===== config.mk =====
export PLATFORM = sky130hd
export DESIGN_NAME = hdmi_fifo_video_reader
export DESIGN_NICKNAME = d
export VERILOG_FILES = /design/src/rtl/hdmi_rd_pkg.sv /design/src/rtl/video_timing_gen.sv /design/src/rtl/hdmi_fifo_video_reader.sv
export SDC_FILE = /design/constraint.sdc
export NUM_CORES = 1
export LEC_CHECK = 0
export ABC_AREA = 1
export BUFFER_PORTS_ARGS = -buffer_cell sky130_fd_sc_hd__buf_2
export CAP_MARGIN = 20
export CORE_MARGIN = 2
export CORE_UTILIZATION = 50
export CTS_CLUSTER_SIZE = 40
export DETAILED_ROUTE_END_ITERATION = 7
export PLACE_DENSITY_LB_ADDON = 0.2
export SLEW_MARGIN = 30
export SYNTH_ARGS = -nofsm -noshare
export SYNTH_HDL_FRONTEND = slang
export SYNTH_SLANG_ARGS = --single-unit
export TNS_END_PERCENT = 20

===== constraint.sdc =====
create_clock -name clk -period 1.5 [get_ports clk]
set_input_delay 0 -clock clk [delete_from_list [all_inputs] [get_ports clk]]
set_output_delay 0 -clock clk [all_outputs]
set_load 0.02 [all_outputs]

===== src/rtl/hdmi_rd_pkg.sv =====
// Shared types and default 720p timing for the HDMI FIFO video reader.
package hdmi_rd_pkg;

   typedef enum logic [1:0] {FILL, ARMED, RUN} rd_state_e;

   localparam int unsigned DEF_H_ACTIVE = 1280;
   localparam int unsigned DEF_H_FP     = 110;
   localparam int unsigned DEF_H_SYNC   = 40;
   localparam int unsigned DEF_H_BP     = 220;
   localparam int unsigned DEF_V_ACTIVE = 720;
   localparam int unsigned DEF_V_FP     = 5;
   localparam int unsigned DEF_V_SYNC   = 5;
   localparam int unsigned DEF_V_BP     = 20;

   function automatic int unsigned h_total(input int unsigned act, input int unsigned fp,
                                           input int unsigned sync, input int unsigned bp);
      return act + fp + sync + bp;
   endfunction

   function automatic int unsigned v_total(input int unsigned act, input int unsigned fp,
                                           input int unsigned sync, input int unsigned bp);
      return act + fp + sync + bp;
   endfunction

endpackage


===== src/rtl/video_timing_gen.sv =====
// Free-running raster counters with active/sync terms and a frame-end strobe.
// hcnt is exported only when HDMI_RD_TEST_PATTERN_EN is defined.
module video_timing_gen import hdmi_rd_pkg::*; #(
   parameter int unsigned H_ACTIVE = DEF_H_ACTIVE,
   parameter int unsigned H_FP     = DEF_H_FP,
   parameter int unsigned H_SYNC   = DEF_H_SYNC,
   parameter int unsigned H_BP     = DEF_H_BP,
   parameter int unsigned V_ACTIVE = DEF_V_ACTIVE,
   parameter int unsigned V_FP     = DEF_V_FP,
   parameter int unsigned V_SYNC   = DEF_V_SYNC,
   parameter int unsigned V_BP     = DEF_V_BP,
   localparam int unsigned HW = $clog2(h_total(H_ACTIVE, H_FP, H_SYNC, H_BP)),
   localparam int unsigned VW = $clog2(v_total(V_ACTIVE, V_FP, V_SYNC, V_BP))
) (
   input  logic          clk,
   input  logic          tb_rst,
`ifdef HDMI_RD_TEST_PATTERN_EN
   output logic [HW-1:0] hcnt_o,
`endif
   output logic          active0,
   output logic          hs_raw,
   output logic          vs_raw,
   output logic          frame_end
);

   localparam int unsigned H_TOTAL = h_total(H_ACTIVE, H_FP, H_SYNC, H_BP);
   localparam int unsigned V_TOTAL = v_total(V_ACTIVE, V_FP, V_SYNC, V_BP);

   // Sync end is kept inclusive so no constant ever needs the value H_TOTAL.
   localparam logic [HW-1:0] H_LAST   = HW'(H_TOTAL - 1);
   localparam logic [HW-1:0] H_ACT    = HW'(H_ACTIVE);
   localparam logic [HW-1:0] H_SS     = HW'(H_ACTIVE + H_FP);
   localparam logic [HW-1:0] H_SE     = HW'(H_ACTIVE + H_FP + H_SYNC - 1);
   localparam logic [VW-1:0] V_LAST   = VW'(V_TOTAL - 1);
   localparam logic [VW-1:0] V_ACT    = VW'(V_ACTIVE);
   localparam logic [VW-1:0] V_SS     = VW'(V_ACTIVE + V_FP);
   localparam logic [VW-1:0] V_SE     = VW'(V_ACTIVE + V_FP + V_SYNC - 1);

   logic [HW-1:0] hcnt;
   logic [VW-1:0] vcnt;

   always_ff @(posedge clk or posedge tb_rst) begin
      if (tb_rst) begin
         hcnt <= '0;
         vcnt <= '0;
      end else if (hcnt == H_LAST) begin
         hcnt <= '0;
         vcnt <= (vcnt == V_LAST) ? '0 : vcnt + 1'b1;
      end else begin
         hcnt <= hcnt + 1'b1;
      end
   end

   assign active0   = (hcnt < H_ACT) && (vcnt < V_ACT);
   assign hs_raw    = (hcnt >= H_SS) && (hcnt <= H_SE);
   assign vs_raw    = (vcnt >= V_SS) && (vcnt <= V_SE);
   assign frame_end = (hcnt == H_LAST) && (vcnt == V_LAST);

`ifdef HDMI_RD_TEST_PATTERN_EN
   assign hcnt_o = hcnt;
`endif

endmodule


===== src/rtl/hdmi_fifo_video_reader.sv =====
// Pops the pixel FIFO in raster order and drives registered hs/vs/de/data to the HDMI encoder.
// HDMI_RD_TEST_PATTERN_EN adds test_pat_sel, which replaces FIFO pixels with an hcnt ramp.
module hdmi_fifo_video_reader import hdmi_rd_pkg::*; #(
   parameter int unsigned DATA_WIDTH  = 8,
   parameter int unsigned DEPTH_WIDTH = 13,
   parameter int unsigned START_LEVEL = 4096,
   parameter int unsigned H_ACTIVE    = DEF_H_ACTIVE,
   parameter int unsigned H_FP        = DEF_H_FP,
   parameter int unsigned H_SYNC      = DEF_H_SYNC,
   parameter int unsigned H_BP        = DEF_H_BP,
   parameter int unsigned V_ACTIVE    = DEF_V_ACTIVE,
   parameter int unsigned V_FP        = DEF_V_FP,
   parameter int unsigned V_SYNC      = DEF_V_SYNC,
   parameter int unsigned V_BP        = DEF_V_BP,
   parameter int unsigned SYNC_POL    = 1
) (
   input  logic                  clk,
   input  logic                  tb_rst,
   input  logic [DATA_WIDTH-1:0] fifo_rd_data,
   input  logic                  fifo_rd_empty,
   input  logic [DEPTH_WIDTH:0]  fifo_rd_level,
`ifdef HDMI_RD_TEST_PATTERN_EN
   input  logic                  test_pat_sel,
`endif
   output logic                  fifo_rd_en,
   output logic                  vid_hs,
   output logic                  vid_vs,
   output logic                  vid_de,
   output logic [DATA_WIDTH-1:0] vid_data,
   output logic                  running,
   output logic                  underflow,
   output logic [15:0]           frame_cnt
);

   localparam logic [DEPTH_WIDTH:0] START_LVL = (DEPTH_WIDTH + 1)'(START_LEVEL);
   localparam logic                 SYNC_ON   = 1'(SYNC_POL);

   logic active0, hs_raw, vs_raw, frame_end, tp;
   logic level_ok, uf_now, frame_done;
   logic hs1, vs1, de1, popped1;
   logic bad_q, bad_d;
   rd_state_e state_q, state_d;

`ifdef HDMI_RD_TEST_PATTERN_EN
   localparam int unsigned HW = $clog2(h_total(H_ACTIVE, H_FP, H_SYNC, H_BP));
   logic [HW-1:0]         hcnt;
   logic [DATA_WIDTH-1:0] ramp1;
   assign tp = test_pat_sel;
`else
   assign tp = 1'b0;
`endif

   video_timing_gen #(
      .H_ACTIVE (H_ACTIVE),
      .H_FP     (H_FP),
      .H_SYNC   (H_SYNC),
      .H_BP     (H_BP),
      .V_ACTIVE (V_ACTIVE),
      .V_FP     (V_FP),
      .V_SYNC   (V_SYNC),
      .V_BP     (V_BP)
   ) u_timing (
      .clk       (clk),
      .tb_rst    (tb_rst),
`ifdef HDMI_RD_TEST_PATTERN_EN
      .hcnt_o    (hcnt),
`endif
      .active0   (active0),
      .hs_raw    (hs_raw),
      .vs_raw    (vs_raw),
      .frame_end (frame_end)
   );

   assign level_ok   = fifo_rd_level >= START_LVL;
   assign running    = (state_q == RUN);
   assign fifo_rd_en = active0 && running && !fifo_rd_empty && !tp;
   assign uf_now     = active0 && running && fifo_rd_empty && !tp;
   assign frame_done = running && frame_end && !tp && !bad_q && !uf_now;

   always_comb begin
      state_d = state_q;
      unique case (state_q)
         FILL:  if (!tp && level_ok) state_d = ARMED;
         ARMED: begin
            if (tp || !level_ok) state_d = FILL;
            else if (frame_end)  state_d = RUN;
         end
         RUN:   if (tp || (frame_end && (bad_q || uf_now))) state_d = FILL;
         default: state_d = FILL;
      endcase
   end

   // A bad frame is only remembered until its own boundary.
   assign bad_d = (running && !frame_end && !tp) ? (bad_q | uf_now) : 1'b0;

   always_ff @(posedge clk or posedge tb_rst) begin
      if (tb_rst) begin
         state_q   <= FILL;
         bad_q     <= 1'b0;
         underflow <= 1'b0;
         frame_cnt <= '0;
      end else begin
         state_q <= state_d;
         bad_q   <= bad_d;
         if (uf_now)     underflow <= 1'b1;
         if (frame_done) frame_cnt <= frame_cnt + 16'd1;
      end
   end

   // Stage 1 tracks the counter terms; stage 2 meets the FIFO word one cycle after the pop.
   always_ff @(posedge clk or posedge tb_rst) begin
      if (tb_rst) begin
         hs1      <= ~SYNC_ON;
         vs1      <= ~SYNC_ON;
         de1      <= 1'b0;
         popped1  <= 1'b0;
         vid_hs   <= ~SYNC_ON;
         vid_vs   <= ~SYNC_ON;
         vid_de   <= 1'b0;
         vid_data <= '0;
`ifdef HDMI_RD_TEST_PATTERN_EN
         ramp1    <= '0;
`endif
      end else begin
         hs1     <= hs_raw ? SYNC_ON : ~SYNC_ON;
         vs1     <= vs_raw ? SYNC_ON : ~SYNC_ON;
         de1     <= active0;
         popped1 <= fifo_rd_en;
         vid_hs  <= hs1;
         vid_vs  <= vs1;
         vid_de  <= de1;
`ifdef HDMI_RD_TEST_PATTERN_EN
         ramp1    <= (tp && active0) ? DATA_WIDTH'(hcnt) : '0;
         vid_data <= popped1 ? fifo_rd_data : ramp1;
`else
         vid_data <= popped1 ? fifo_rd_data : '0;
`endif
      end
   end

endmodule


Word level (Yosys, flattened, before mapping)

Cells that the tools add are included.

$add $sub $neg: 3
Order comparisons: 7
Equality and inequality tests: 7
Multiplexer cells: 11
Bitwise logic cells: 1
Reduce and logical (&&, ||, !) cells: 19

Operators with widths:

| cell                                                    | count |
|---|---|
| adder 16 x 1 -> 16 bit (second input constant)          | 1 |
| >= comparator 14 x 13 -> 1 bit (second input constant)  | 1 |
| logical AND 1 bit                                       | 12 |
| adder 11 x 1 -> 11 bit (second input constant)          | 1 |
| equality test 11 bit (second input constant)            | 1 |
| >= comparator 11 bit (second input constant)            | 1 |
| less-or-equal comparator 11 bit (second input constant) | 1 |
| less-than comparator 11 bit (second input constant)     | 1 |
| two-way mux 11 bit                                      | 1 |
| adder 10 x 1 -> 10 bit (second input constant)          | 1 |
| equality test 10 bit (second input constant)            | 1 |
| >= comparator 10 bit (second input constant)            | 1 |
| less-or-equal comparator 10 bit (second input constant) | 1 |
| less-than comparator 10 bit (second input constant)     | 1 |
| two-way mux 10 bit                                      | 1 |
| two-way mux 2 bit                                       | 4 |
| two-way mux 8 bit                                       | 1 |
| case mux 2 bit (3 select lines)                         | 1 |
| zero test 1 bit                                         | 4 |
| two-way mux 1 bit                                       | 3 |
| != test 3 bit (second input constant)                   | 1 |
| AND reduction 3 bit                                     | 1 |
| equality test 2 x 1 -> 1 bit (second input constant)    | 1 |
| equality test 2 bit (second input constant)             | 1 |
| other kinds (5)                                         | 5 |

Register bits after elaboration: 56
Input bits: 25
Output and inout bits: 30
Word-level logic and storage cells: 62

Depth between registers and ports, before layout

Gate-level depths: netlist of run 1.

Depth after elaboration: 8
Mapped depth: 10
Gate-level depth less buffers: 9

Cells and area by module

From an unflattened synthesis of run 1, not the netlist that was laid out.

Cell total of the unflattened synthesis: 375
Area, all modules: 2994.1 um2

By module, submodules not included:

| module                 | instances | cells each | area an instance (um2) | sequential area each (um2) |
|---|---|---|---|---|
| hdmi_fifo_video_reader | 1         | 180        | 1575.3                 | 875.8 |
| video_timing_gen       | 1         | 195        | 1418.9                 | 525.5 |

Least setup slack after synthesis of run 1

OpenSTA, ideal clock, no wires.

Path kind: register -> register
Start point: register state_q[0]
End point: register popped1
Library setup time: 185 ps
Arrival time: 1471 ps
Required time: 1315 ps
Setup slack: -156 ps
Stages on the path, launching flop included: 4
Buffers on the path: 0
Clock period less this slack: 1656 ps
Cell sequence: dfrtp_1 -> nor2_2 -> inv_1 -> nor3_1

Cells in the longest elaborated chain, start to end: 3

Ends and longest elaborated chain:

| what                           | line                          | RTL |
|---|---|---|
| start: declaration             | hdmi_fifo_video_reader.sv:42  | `rd_state_e state_q, state_d;` |
| start signal: assignment       | hdmi_fifo_video_reader.sv:103 | `state_q <= state_d;` |
| equality test 2 bit            | hdmi_fifo_video_reader.sv:75  | `assign running = (state_q == RUN);` |
| named net running              | hdmi_fifo_video_reader.sv:30  | `output logic running,` |
| logical AND 1 bit (2 in a row) | hdmi_fifo_video_reader.sv:76  | `assign fifo_rd_en = active0 && running && !fifo_rd_empty && !tp;` |
| named net fifo_rd_en           | hdmi_fifo_video_reader.sv:25  | `output logic fifo_rd_en,` |
| end signal: assignment         | hdmi_fifo_video_reader.sv:128 | `popped1 <= fifo_rd_en;` |
| end: declaration               | hdmi_fifo_video_reader.sv:40  | `logic hs1, vs1, de1, popped1;` |

The timed path passes the listed nets, and every way through them passes these cells.
A chain may end at the register's enable or synchronous reset.

Final worst setup path of run 1

Start point: register u_timing.hcnt[1]
End point: register frame_cnt[2]

Cells in the longest elaborated chain, start to end: 6
Elaborated cells between the ends (all ways): 10
Classes of those cells: order compare (1); eq/ne (1); reduce/logical (8)

Ends and longest elaborated chain:

| what                           | line                          | RTL |
|---|---|---|
| start: declaration             | video_timing_gen.sv:39        | `logic [HW-1:0] hcnt;` |
| start signal: assignment       | video_timing_gen.sv:50        | `hcnt <= hcnt + 1'b1;` |
| less-than comparator 11 bit    | video_timing_gen.sv:54        | `assign active0 = (hcnt < H_ACT) && (vcnt < V_ACT);` |
| logical AND 1 bit              | video_timing_gen.sv:54        |  |
| logical AND 1 bit (2 in a row) | hdmi_fifo_video_reader.sv:77  | `assign uf_now = active0 && running && fifo_rd_empty && !tp;` |
| zero test 1 bit                | hdmi_fifo_video_reader.sv:78  | `assign frame_done = running && frame_end && !tp && !bad_q && !uf_now;` |
| logical AND 1 bit (*)          | hdmi_fifo_video_reader.sv:78  |  |
| end signal: assignment         | hdmi_fifo_video_reader.sv:106 | `if (frame_done) frame_cnt <= frame_cnt + 16'd1;` |
| end: declaration               | hdmi_fifo_video_reader.sv:32  | `output logic [15:0] frame_cnt` |

Every way passes the cells marked *; elsewhere a longest branch is shown, timed or not.

==> run_results.csv, run 1 <==
group,metric,value,unit
status,status,"finished, violations left",
status,violations,"setup timing",
route,drc,0,
sta,skew,9.83,ps
sta,holdWs,43.3,ps
sta,hold_viol,0,
global_routing,grt_pass1_vias,2674,
route,drt-pass1-iter-count,4,
floorplan,die_area,6690,um2
pwr,power,2.66,mW
worst_setup_path,cp_max_fo,7,
sta,finalCriticalPeriod,1560,ps
placed_design,io_buffers,42,
global_routing,grt_max_degree,57,
final_layout,drive_gt1_share,28.7,%
sta,slew_viol_final,0,
min_path,hold_path.class,"in -> reg",
floorplan,start_util,51.4,%
placed_design,dp_cells,535,
sta,setup_viol_count_final,18,
final_layout,final_common_cell,"nand2_1",
yosys,seq_area_frac_synth,46.3,%
sta,worst_slack,-63.9,ps
floorplan,die_x,81.8,um
yosys,ys_ff_latch,56,
final_layout,area_growth_syn_to_layout,33.9,%
yosys,ys_types,26,
worst_setup_path,end_kind,"flip-flop",
pwr,power_leakage,2.11,nW
clocking,h-tree-depth,2,
global_routing,grt_antenna_before_repair,0,
global_routing,grt_pass1_wl,11800,um
worst_setup_path,cpPeakStageDelay,390,ps
route,drt-initial-drc-count,232,
floorplan,core.rowCount,28,
route,post_drt_wl_per_cell,12.7,um
clocking,cts_inserted_buffers,5,
yosys,syn_area,3030,um2
clocking,clk_latency,320,ps
yosys,syn_inst,393,
sta,fmax,639,MHz
worst_setup_path,slowest_stage,"dfrtp_1",
worst_setup_path,cp-start-kind,"flip-flop",
route,antenna_left,0,
route,drt_wl_total,7210,um
floorplan,coreArea,5890,um2
clocking,cts_tree,"built",
worst_setup_path,cpLargestDelayFamily,"simple AND/OR/NAND/NOR gates",
placed_design,hpwl,4710,um
floorplan,die_y,81.8,um
worst_setup_path,critical_path_class,"reg -> reg",
yosys,avgSynthCellArea,7.70,um2
pwr,peakVddDrop,0.427,mV
min_path,worstHoldStart,"fifo_rd_level[12]",
global_routing,grt-ovfl-total,0,
sta,rsz0062_at_grt,"true",
worst_setup_path,path_buf_inv,2,
placed_design,gp_congestion,0.833,
clocking,cts_root_buf,"clkbuf_8",
worst_setup_path,crit_start,"u_timing.hcnt[1]",
run,cap_violations,0,
floorplan,top_level_ports,55,
yosys,synth.area.top_cells,"dfrtp_1, nand2_1, inv_1",
route,vias,2903,
final_layout,n_antenna_cell,0,
yosys,yosys_warnings,0,
sta,relSlewSlack,73.1,%
pwr,p_per_area,658,nW/um2
worst_setup_path,crit_required,1710,ps
final_layout,final_core_util,68.8,%
sta,worst_pin_slew,403,ps
final_layout,layout.cells.non_filler,569,
clocking,cts.sinks,56,
worst_setup_path,reg2reg_from,"u_timing.hcnt[1]",
worst_setup_path,critical_path.cell_chain,"inv_1 -> ha_2 -> nand2_2 -> nor2_4 -> nand3_4 -> nor2_4 -> buf_6 -> nand3_4 -> nand2_2 -> o21ai_1",
global_routing,grt_usage,22.9,%
clocking,clk_pin_slew,100,ps
final_layout,final_cell_mix,"nand2_1, inv_1, dfrtp_1",
route,viasPerCell,5.10,
yosys,syn_nets,425,
yosys,yosysTopAreaCellShare,46.3,%
worst_setup_path,crit_arrival,1770,ps
yosys,yosysTopAreaCell,"dfrtp_1",
final_layout,final_net_count,525,
clocking,clk_path_buf_depth,2,
sta,min_period_over_period,104,%
-- flip-flops by register name, summed over array words and instances, names as in the netlist, 2 cells and up --
signal	flops
frame_cnt	16
u_timing.hcnt	11
u_timing.vcnt	10
vid_data	8
state_q	2
-- cell usage after synthesis, drive strengths merged --
cell    number
ha           7
nand4       13
xnor2        7
clkbuf       2
nand2      122
o21ai       19
or2          2
nand3b       3
a21oi        6
nor3b        2
o31ai        1
nand3       37
xor2         5
nor2        40
inv         61
nor3         6
dfrtp       56
buf          4
-- path summary, 6_finish.rpt --
path / cells after the start / end / slack [ps]
min in group asynchronous: 4 / u_timing.hcnt[3] / 280
max in group asynchronous: 4 / u_timing.vcnt[5] / 970
setup / recovery: 10 / frame_cnt[2] / -60
hold / removal: 5 / state_q[0] / 40
setup reg to reg: 10 / frame_cnt[2] / -60
hold reg to reg: 0 / vid_hs / 360
-- metal layers --
layer | wire, um | track usage [%] | part of all wire [%]
met5 | 0 | 0 | 0
met4 | 179 | 8.83 | 2.5
met3 | 328 | 3.30 | 4.5
met2 | 3570 | 40.2 | 50
met1 | 3130 | 28.2 | 43
-- area by class of cell --
type	count	area (um2)
flip-flops and latches	56	1400
clock inverters	3	46.3
fillers	468	1830
multi-input cells	273	1520
repair buffers	96	691
inverters	61	229
clock buffers	5	68.8
well taps	75	93.8
-- stage by stage --
| stage | TNS (ps) | setup WS (ps) | cell area, um2 |
|---|---|---|---|
| final | -789 | -63.9 | 4050 |
| after global routing | -3760 | -183 | 4050 |
| after CTS | -586 | -52.4 | 3990 |
| after detailed placement | -1330 | -98.3 | 3560 |
| after global placement | -445 | -44.1 | 3560 |
| after floorplan | -772 | -74.8 | 3030 |
-- cells by family (layout without fill, tap and decap cells) --
logic type / after synthesis / in the layout / share of synthesized area (%)
simple gates: 225 / 228 / 34.1
buf+inv: 67 / 165 / 8.89
flops: 56 / 56 / 46.3
compound gates: 26 / 26 / 4.38
xor+xnor: 12 / 12 / 3.47
fa+ha+maj: 7 / 7 / 2.89
-- power by group --
group	switching [mW]	total (mW)	internal, mW
Sequential	0.0191	1.54	1.52
Combinational	0.0500	0.0963	0.0463
Clock	0.525	1.03	0.504
Total	0.594	2.66	2.07
-- worst min-delay path: stages --
cell      delay (ps)
buf_2             70
nor2_1            40
inv_1             70
nand3b_1          70
nand2_1           70
-- timing repair --
item	in CTS	in global routing
gates resized for setup	28	20
setup endpoints to repair	20	34
pin swaps	13	7
hold buffers	9	1
endpoints found under the hold margin	64	1
gates cloned	3	0
setup buffers	13	0
Note: power is estimated with default switching activity, not from simulation.
==> run 2, diff against run 1 <==
Settings changed: REMOVE_ABC_BUFFERS set to 1.
==> run_results.csv, run 2 (synthesis results as in run 1) <==
group,metric,value,unit
sta,min_period_over_period,105,%
floorplan,start_util,51.4,%
final_layout,final_common_cell,"nand2_1",
min_path,hold_depth,5,
route,drt-pass1-iter-count,5,
final_layout,area_growth_syn_to_layout,31.3,%
status,status,"finished, violations left",
clocking,cts.sinks,56,
global_routing,grt_pass1_wl,12100,um
worst_setup_path,slowest_stage,"dfrtp_1",
floorplan,die_y,81.8,um
pwr,peakVddDrop,0.412,mV
placed_design,gp_congestion,0.826,
min_path,hold_path.class,"in -> reg",
worst_setup_path,critical_path.cell_chain,"inv_1 -> ha_2 -> nand2_2 -> nor2_4 -> nand3_4 -> buf_6 -> nor3_4 -> buf_12 -> nand3_1 -> nand2_1",
pwr,power,2.51,mW
placed_design,hpwl,4830,um
global_routing,grt-ovfl-total,0,
clocking,clk_latency,320,ps
route,viasPerCell,4.98,
final_layout,top_register,"frame_cnt",
sta,slew_viol_final,0,
global_routing,grt_pass1_vias,2689,
floorplan,die_x,81.8,um
pwr,p_comb_share,3.8,%
worst_setup_path,crit_required,1760,ps
pwr,p_sw_share,23.9,%
worst_setup_path,cp_max_fo,13,
route,drc,0,
worst_setup_path,cp-start-kind,"flip-flop",
clocking,cts_inserted_buffers,5,
floorplan,coreArea,5890,um2
pwr,power_leakage,2.06,nW
final_layout,layout.cells.non_filler,564,
worst_setup_path,cpPeakStageDelay,390,ps
clocking,clk_path_buf_depth,2,
route,post_drt_wl_per_cell,12.7,um
sta,fmax,636,MHz
final_layout,final_cell_mix,"nand2_1, inv_1, dfrtp_1",
run,cap_violations,0,
pwr,p_per_area,632,nW/um2
final_layout,largest_reg_flops,16,
sta,finalCriticalPeriod,1570,ps
sta,relSlewSlack,71.4,%
route,drt_wl_total,7170,um
route,drt-initial-drc-count,138,
pwr,power_frac_seq,61.4,%
pwr,p_int,1.91,mW
clocking,clk_pin_slew,110,ps
floorplan,core.rowCount,28,
sta,holdWs,60.1,ps
worst_setup_path,r2r_cells,10,
clocking,cts_root_buf,"clkbuf_8",
worst_setup_path,end_kind,"flip-flop",
worst_setup_path,crit_arrival,1830,ps
placed_design,dp_slack,-179,ps
sta,skew,12.1,ps
final_layout,largestRegisters,"frame_cnt x16, u_timing.hcnt x11, u_timing.vcnt x10",
final_layout,final_net_count,520,
clocking,h-tree-depth,2,
status,violations,"setup timing",
sta,worst_slack,-71.6,ps
global_routing,grt_antenna_before_repair,0,
pwr,p_clk_share,34.8,%
sta,worst_pin_slew,428,ps
final_layout,drive_gt1_share,26.8,%
route,antenna_left,0,
floorplan,die_area,6690,um2
clocking,cts_tree,"built",
placed_design,io_buffers,42,
worst_setup_path,critical_path_class,"reg -> reg",
sta,rsz0062_at_grt,"true",
final_layout,final_core_util,67.5,%
pwr,p_switching,600,uW
floorplan,top_level_ports,55,
global_routing,grt_max_degree,40,
route,vias,2811,
global_routing,grt_usage,23.4,%
final_layout,n_antenna_cell,0,
sta,setup_viol_count_final,20,
sta,hold_viol,0,
placed_design,dp_cells,536,
[run 2: cell types whose count changed in the layout (fill, tap and decap cells not counted), moves of 2 or more]
| cell | before | now |
|---|---|---|
| nand2_1 | 109 | 114 |
| nand2_2 | 13 | 8 |
| buf_6 | 6 | 2 |
| nand3_1 | 34 | 30 |
| nand3_2 | 0 | 4 |
| buf_4 | 37 | 34 |
| buf_12 | 2 | 4 |
| nor2_4 | 6 | 4 |
| nor3_2 | 1 | 3 |
| nor3_4 | 3 | 1 |
| o21ai_2 | 2 | 0 |
[run 2: worst paths after layout]
check                             startpoint               end  slack, ps
max                         u_timing.hcnt[1]      frame_cnt[1]        -70
min                        fifo_rd_level[12]        state_q[0]         60
max reg2reg                 u_timing.hcnt[1]      frame_cnt[1]        -70
min reg2reg                              hs1            vid_hs        360
max in group asynchronous             tb_rst             bad_q        740
min in group asynchronous             tb_rst  u_timing.hcnt[4]        200
[run 2: power groups by stage]
stage / combinational (mW) / sequential (mW) / clock (mW)
after floorplan: 0.0415 / 1.56 / 0
after global placement: 0.0748 / 1.56 / 0
after detailed placement: 0.0782 / 1.56 / 0
after CTS: 0.0984 / 1.54 / 0.900
after global routing: 0.111 / 1.54 / 0.959
final: 0.0954 / 1.54 / 0.875
[run 2: critical path, delay by kind of cell (launching register included)]
family	cells	cell delay, ps
AND/OR/NAND/NOR	6	570
flip-flops	1	390
buffers and inverters	3	380
adder cells (fa/ha/maj)	1	170
[run 2: final cells by class]
cell class                      instances  area [um2]
Inverter                               61         229
Multi-Input combinational cell        273        1490
Clock inverter                          3        27.5
Sequential cell                        56        1400
Fill cell                             494        1910
Timing Repair Buffer                   91         663
Clock buffer                            5        68.8
Tap cell                               75        93.8
[run 2: timing repair]
item / CTS / global route
pin swaps: 9 / 3
cloned: 3 / 0
resized for setup: 21 / 14
buffers inserted: 7 / 0
hold buffers: 10 / 0
setup endpoints to repair: 31 / 37
hold endpoints to repair: 26 / 0
[run 2: routing by layer]
| metal | vias to the layer above | routed length (um) | GRT usage [%] |
|---|---|---|---|
| met5 | - | 0 | 0 |
| met4 | 0 | 76 | 7.00 |
| met3 | 6 | 358 | 3.96 |
| met2 | 82 | 3580 | 40.2 |
| met1 | 1298 | 3150 | 30.1 |
| li1 | 1425 | - | - |
[run 2: through the flow]
stage,cell area [um2],setup TNS [ps]
after global placement,3570,-965
after detailed placement,3570,-2920
after floorplan,2990,-2230
after global routing,3980,-4780
after CTS,3930,-715
final,3980,-1060
